`config.mk`:
```
export PLATFORM = sky130hd
export DESIGN_NAME = instr_fetch_queue
export DESIGN_NICKNAME = d
export VERILOG_FILES = /design/src/rtl/instr_fetch_queue.sv
export SDC_FILE = /design/constraint.sdc
export NUM_CORES = 1
export LEC_CHECK = 0
export ABC_AREA = 1
export CORE_UTILIZATION = 50
export DETAILED_ROUTE_END_ITERATION = 8
export PLACE_DENSITY_LB_ADDON = 0.08
export SLEW_MARGIN = 30
export SYNTH_ARGS = -nofsm -noshare
export SYNTH_HDL_FRONTEND = slang
export SYNTH_SLANG_ARGS = --single-unit
```
`constraint.sdc`:
```
create_clock -name CLOCK_50 -period 5 [get_ports CLOCK_50]
set_input_delay 1.5 -clock CLOCK_50 [delete_from_list [all_inputs] [get_ports CLOCK_50]]
set_output_delay 1.5 -clock CLOCK_50 [all_outputs]
set_load 0.05 [all_outputs]
```
`src/rtl/instr_fetch_queue.sv`:
```
// Instruction fetch front end: drives the synchronous ROM address, buffers returned
// words in a small prefetch queue and hands them to decode over a valid/ready handshake.
module instr_fetch_queue #(
  parameter int ADDR_W = 12,
  parameter int DATA_W = 16,
  parameter int DEPTH  = 4
) (
  input  logic              CLOCK_50,
  input  logic              reset,
  output logic [ADDR_W-1:0] mem_addr,
  input  logic [DATA_W-1:0] mem_q,
  input  logic              redirect,
  input  logic [ADDR_W-1:0] redirect_pc,
  output logic [DATA_W-1:0] instr,
  output logic [ADDR_W-1:0] instr_pc,
  output logic              instr_valid,
  input  logic              instr_ready
);

  localparam int PTR_W = (DEPTH > 1) ? $clog2(DEPTH) : 1;
  localparam int CNT_W = PTR_W + 1;

  logic [ADDR_W-1:0] fetchPc;
  logic              inflight;
  logic [ADDR_W-1:0] inflightPc;
  logic [PTR_W-1:0]  rdPtr;
  logic [PTR_W-1:0]  wrPtr;
  logic [CNT_W-1:0]  count;
  logic [DATA_W-1:0] qWord [DEPTH];
  logic [ADDR_W-1:0] qPc   [DEPTH];

  logic [CNT_W:0]    occupancy;
  logic              issue;
  logic              push;
  logic              pop;

  always_comb begin
    // Outstanding read reserves a slot, so the queue can never overflow on its return.
    occupancy = {1'b0, count} + {{CNT_W{1'b0}}, inflight};
    issue     = !redirect && (occupancy < (CNT_W+1)'(DEPTH));
    push      = inflight && !redirect;
    pop       = instr_valid && instr_ready;
  end

  assign mem_addr    = fetchPc;
  assign instr_valid = (count != '0);
  assign instr       = qWord[rdPtr];
  assign instr_pc    = qPc[rdPtr];

  always_ff @(posedge CLOCK_50) begin
    if (reset) begin
      fetchPc    <= '0;
      inflight   <= 1'b0;
      inflightPc <= '0;
      rdPtr      <= '0;
      wrPtr      <= '0;
      count      <= '0;
    end else if (redirect) begin
      fetchPc  <= redirect_pc;
      inflight <= 1'b0;
      rdPtr    <= '0;
      wrPtr    <= '0;
      count    <= '0;
    end else begin
      inflight <= issue;
      if (issue) begin
        inflightPc <= fetchPc;
        fetchPc    <= fetchPc + ADDR_W'(1);
      end
      if (push) wrPtr <= wrPtr + PTR_W'(1);
      if (pop)  rdPtr <= rdPtr + PTR_W'(1);
      case ({push, pop})
        2'b10:   count <= count + CNT_W'(1);
        2'b01:   count <= count - CNT_W'(1);
        default: count <= count;
      endcase
    end
  end

  always_ff @(posedge CLOCK_50) begin
    if (push) begin
      qWord[wrPtr] <= mem_q;
      qPc[wrPtr]   <= inflightPc;
    end
  end

endmodule

```
### Word level (Yosys, flattened, before mapping)

Memories as Yosys holds them, arrays and structs flattened. A register that Yosys moved wholly into a read port is not among the register bits.
Index checks and enable logic that the tools add are counted.

* mux-type cells: 9
* div/mod/pow operators: 0
* bitwise logic cells: 1
* reductions and logical operators: 9
* order comparisons: 1
* multiply operators: 0
* add/sub/neg operators: 6
* equal/unequal tests: 2
* shift operators: 0

Operators with widths (count)
* two-way mux 12 bit: 2
* adder 12 x 1 -> 12 bit, second input constant: 1
* two-way mux 2 bit: 4
* one-hot mux 3 bit (2 select lines): 1
* adder 2 x 1 -> 2 bit, second input constant: 2
* adder 3 x 1 -> 4 bit: 1
* less-than comparator 4 x 3 -> 1 bit, second input constant: 1
* nonzero test 2 bit: 2
* adder 3 x 1 -> 3 bit, second input constant: 1
* logical AND 1 bit: 3
* nonzero test 3 bit: 1
* subtractor 3 x 1 -> 3 bit, second input constant: 1
* equality test 2 x 1 -> 1 bit, second input constant: 1
* equality test 2 bit, second input constant: 1
* two-way mux 1 bit: 2
* AND reduction 2 bit: 1
* OR reduction 2 bit: 1
* zero test 1 bit: 1
* inverter 1 bit: 1

* output and inout bits: 41
* word-level logic and storage cells: 36
* memories kept: 2
* ROM bits: 0
* bits in latches: 0
* bits in writable memories: 112
* flip-flop bits (word level): 32

Memory list
* qWord: depth 4, bits a word 16, read ports 1, clocked after Yosys merged registers in 1, wr ports 1, line 29 `logic [DATA_W-1:0] qWord [DEPTH];`
* qPc: depth 4, bits a word 12, read ports 1, clocked after Yosys merged registers in 1, wr ports 1, line 30 `logic [ADDR_W-1:0] qPc [DEPTH];`

### Longest topological paths before layout

* depth in word-level cells: 5
* gate-level depth with buffers: 11
* gate-level depth less buffers: 11

### Worst setup path before layout

Ideal clock, no wire load.

* path kind: input-to-reg
* start point: input port redirect
* end point: memory qPc[0][0] (enable)
* stages: 4
* data arrival time: 3.003 ns
* setup slack: 1.584 ns
* data required time: 4.587 ns
* setup time: 0.413 ns
* path through: buf_6 -> nor2_1 -> inv_1 -> nor2_1

* longest elaborated chain between the ends: 4

RTL lines
* start: declaration: line 12 `input logic redirect,`
* zero test 1 bit: line 41 `push = inflight && !redirect;`
* logical AND 1 bit: line 41
* two-way mux 1 bit: line 81 `if (push) begin`
* two-way mux 1 bit (implied by the code): line 83 `qPc[wrPtr] <= inflightPc;`
* end: declaration: line 30

Every way passes these cells.

==> run_results.csv <==
group,metric,value,unit
status,status,"finished clean",
setup_path,reg2reg_slack,3.10,ns
setup_path,reg2reg_to,"count[2]",
synth,synth_area_leaders,"edfxtp_1 (57%), dfxtp_1 (12%), o21ai_0 (6.4%)",
power_and_ir_drop,swShare,0.224,
synth,seq_area_frac_synth,0.684,
sta,layout_min_cycle_time,4.13,ns
drt,drc,0,
floorplan,core-area,11500,um2
synth,synth-seq-cells,146,
layout,final_cells,753,
grt,overflow,0,
power_and_ir_drop,p_int,0.00213,W
grt,track_usage,0.196,
floorplan,pin_count,73,
floorplan,rows,39,
floorplan,die-area,12300,um2
power_and_ir_drop,pwr-share-seq,0.491,
sta,setup_tns,0,ns
setup_path,crit_path_top_delay_cell,"clkdlybuf4s50_1",
power_and_ir_drop,clockPowerShare,0.446,
floorplan,start_util,0.516,
hold_path,holdCritStartpoint,"rdPtr[1]",
setup_path,worstPathArrival,2.63,ns
setup_path,cp_cell_sequence,"inv_2 -> buf_4 -> o21ai_0 -> o22ai_1 -> clkdlybuf4s50_1",
setup_path,cpPeakStageDelay,0.84,ns
placed_design,io_buffers,72,
placed_design,dpl.hpwl,6.87,mm
sta,final_max_slew_viol_count,0,
layout,diodes,0,
sta,fin_crit_sh,0.827,
synth,syn_nets,560,
synth,syn-instance-count,521,
floorplan,die_x,111,um
sta,setup_viol,0,
clocking,worstSkewPairLatency,0.42,ns
setup_path,endpoint_kind,"output pin",
placed_design,gp_congestion,0.834,
setup_path,crit_path_max_fanout,35,
hold_path,hp-class,"flip-flop to flip-flop",
setup_path,timing_worst_setup_path_type,"flip-flop to output pin",
grt,grt_pass1_vias,3683,
synth,synth_top_area_share,0.569,
clocking,cts_resized,0,
drt,drt_iter0_drc,218,
drt,wl,11.4,mm
power_and_ir_drop,leakage,2.57,nW
placed_design,dp.cells,721,
clocking,holdBufCountCts,0,
clocking,numCtsBuffers,17,
clocking,root_buffer,"clkbuf_16",
synth,synthDistinctLibCells,31,
grt,grt_antenna_before_repair,0,
clocking,cts_tree,"yes",
power_and_ir_drop,power_switching,0.000617,W
sta,tightest_slew,0.640,ns
setup_path,cp_data_required_time,3.50,ns
synth,synth_top_cell_by_area,"edfxtp_1",
drt,ant_nets,0,
drt,drt_first_pass_iters,4,
clocking,cts_max_level,4,
sta,max_freq,242,MHz
hold_path,whs_path_depth,2,
layout,area_growth,24.0,%
sta,fin_skew,0.0104,ns
grt,grt_first_pass_wirelength,18.4,mm
layout,multi_input_area,1560,um2
clocking,path_clk_slew,0.06,ns
setup_path,crit_path_start_kind,"flip-flop",
hold_path,min_to,"rdPtr[1]",
grt,grt_max_degree,57,
drt,wl_per_cell,15.2,um
sta,relSlewSlack,0.572,
layout,area.sequential,4050,um2
clocking,cts_buffer_depth,2,
sta,hold_viol,0,
power_and_ir_drop,power_density,375,nW/um2
sta,rsz0062_at_grt,"false",
clocking,cts_num_sinks,146,
drt,routed-via-count,3914,
setup_path,r2r-start,"inflight",
layout,drive_gt1_frac,0.108,
power_and_ir_drop,ir_drop,258,uV
synth,syn_avg_cell_area,11.3,um2
synth,ys.warnings.count,0,
drt,drt-vias-per-instance,5.20,
synth,netlist_area,5910,um2
clocking,post_cts_buffers,0,
setup_path,worst-r2r-cell-count,10,
power_and_ir_drop,p_comb_frac,0.063,
floorplan,die_h,111,um
layout,nets,636,
flow_run,maxCapViolCount,0,
layout,fill_cells,899,
-- critical path: cells and delay by family, from the launching register on --
kind | cells | cell delay [ns]
compound gates | 2 | 0.29
buf+inv | 3 | 1.61
flops | 1 | 0.32
-- metal layers --
metal | up-vias | track usage | wire length [um]
li1 | 1980 | - | -
met1 | 1848 | 0.251 | 5250
met2 | 77 | 0.322 | 5640
met3 | 9 | 0.0547 | 415
met4 | 0 | 0.0658 | 118
met5 | - | 0 | 0
-- metrics by stage --
stage / power [W] / instance area (um2) / hold slack (ns) / util / setup slack, ns
finish: 0.00275 / 7330 / 0.479 / 0.639 / 0.866
global route: 0.00283 / 7330 / 0.490 / 0.639 / 0.751
CTS: 0.00277 / 7330 / 0.475 / 0.639 / 0.835
detailed placement: 0.00155 / 6750 / 0.460 / 0.588 / 1.04
global placement: 0.00154 / 6750 / 0.462 / 0.588 / 1.10
floorplan: 0.00147 / 5910 / 0.433 / - / 1.58
-- cell families after synthesis --
logic type               share of synthesized area
AND/OR/NAND/NOR                              0.117
flip-flops                                   0.684
AO/OA/AOI/OAI                                0.125
buffers and inverters                       0.0544
adder cells (fa/ha/maj)                     0.0161
XOR/XNOR                                   0.00296
-- cell usage in the layout, fill, tap and decap left out, drive strengths merged, types with 5 or more instances in the layout --
cell type / instances
edfxtp: 112
buf: 8
nor2: 83
inv: 50
nand3: 20
dfxtp: 34
o22ai: 28
a21oi: 24
clkdlybuf4s50: 72
ha: 6
nand2: 56
clkinv: 5
o21ai: 80
clkbuf: 17
clkinvlp: 5
-- area by class of cell --
class,count,area share
inverters,47,0.0251
multi-input cells,305,0.212
repair buffers,80,0.107
flip-flops and latches,146,0.552
well taps,143,0.0244
clock buffers,17,0.0580
clock inverters,15,0.0217
-- Yosys cell counts --
| cell | count |
|---|---|
| inv_1 | 43 |
| o22ai_1 | 28 |
| o31ai_2 | 1 |
| a211oi_1 | 1 |
| nand2_2 | 5 |
| nor2_1 | 79 |
| fa_1 | 1 |
| inv_2 | 2 |
| nor2_2 | 2 |
| nor2_4 | 2 |
| o21ai_1 | 4 |
| nand3_2 | 4 |
| clkbuf_1 | 10 |
| clkbuf_2 | 1 |
| dfxtp_1 | 34 |
| nand3_1 | 15 |
| nand3_4 | 1 |
| clkinv_4 | 1 |
| buf_6 | 4 |
| edfxtp_1 | 112 |
| nand2_1 | 51 |
| xor2_1 | 2 |
| a21oi_1 | 21 |
| buf_2 | 4 |
| inv_4 | 1 |
| a31oi_1 | 2 |
| ha_1 | 6 |
| nand3b_1 | 1 |
| buf_4 | 4 |
| o21ai_0 | 76 |
| a21oi_2 | 3 |
-- power groups by stage --
stage / registers [W] / clock network, W / logic [W]
after floorplan: 0.00139 / 0 / 0.0000862
after CTS: 0.00135 / 0.00124 / 0.000176
after detailed placement: 0.00137 / 0 / 0.000175
after global routing: 0.00135 / 0.00129 / 0.000188
final: 0.00135 / 0.00123 / 0.000174
after global placement: 0.00137 / 0 / 0.000173
-- state kept, by name (all words and copies together), names as in the netlist, named ones only --
name / flops
count: 3
inflight: 1
inflightPc: 12
mem_addr: 12
qPc: 48
qWord: 64
rdPtr: 2
wrPtr: 2
-- how the worst max path moves through the flow --
stage / start / endpoint / slack [ns] / depth (start not counted)
2_1_floorplan: redirect / qPc[0][0] / 1.58 / 4
4_1_cts: flip-flop / instr_pc[3] / 0.84 / 5
5_1_grt: flip-flop / instr_pc[7] / 0.75 / 5
6_report: flip-flop / instr_pc[3] / 0.87 / 5
3_5_place_dp: redirect / count[2] / 1.04 / 10
3_3_place_gp: redirect / count[2] / 1.10 / 10
(Power assumes the default switching activity.)
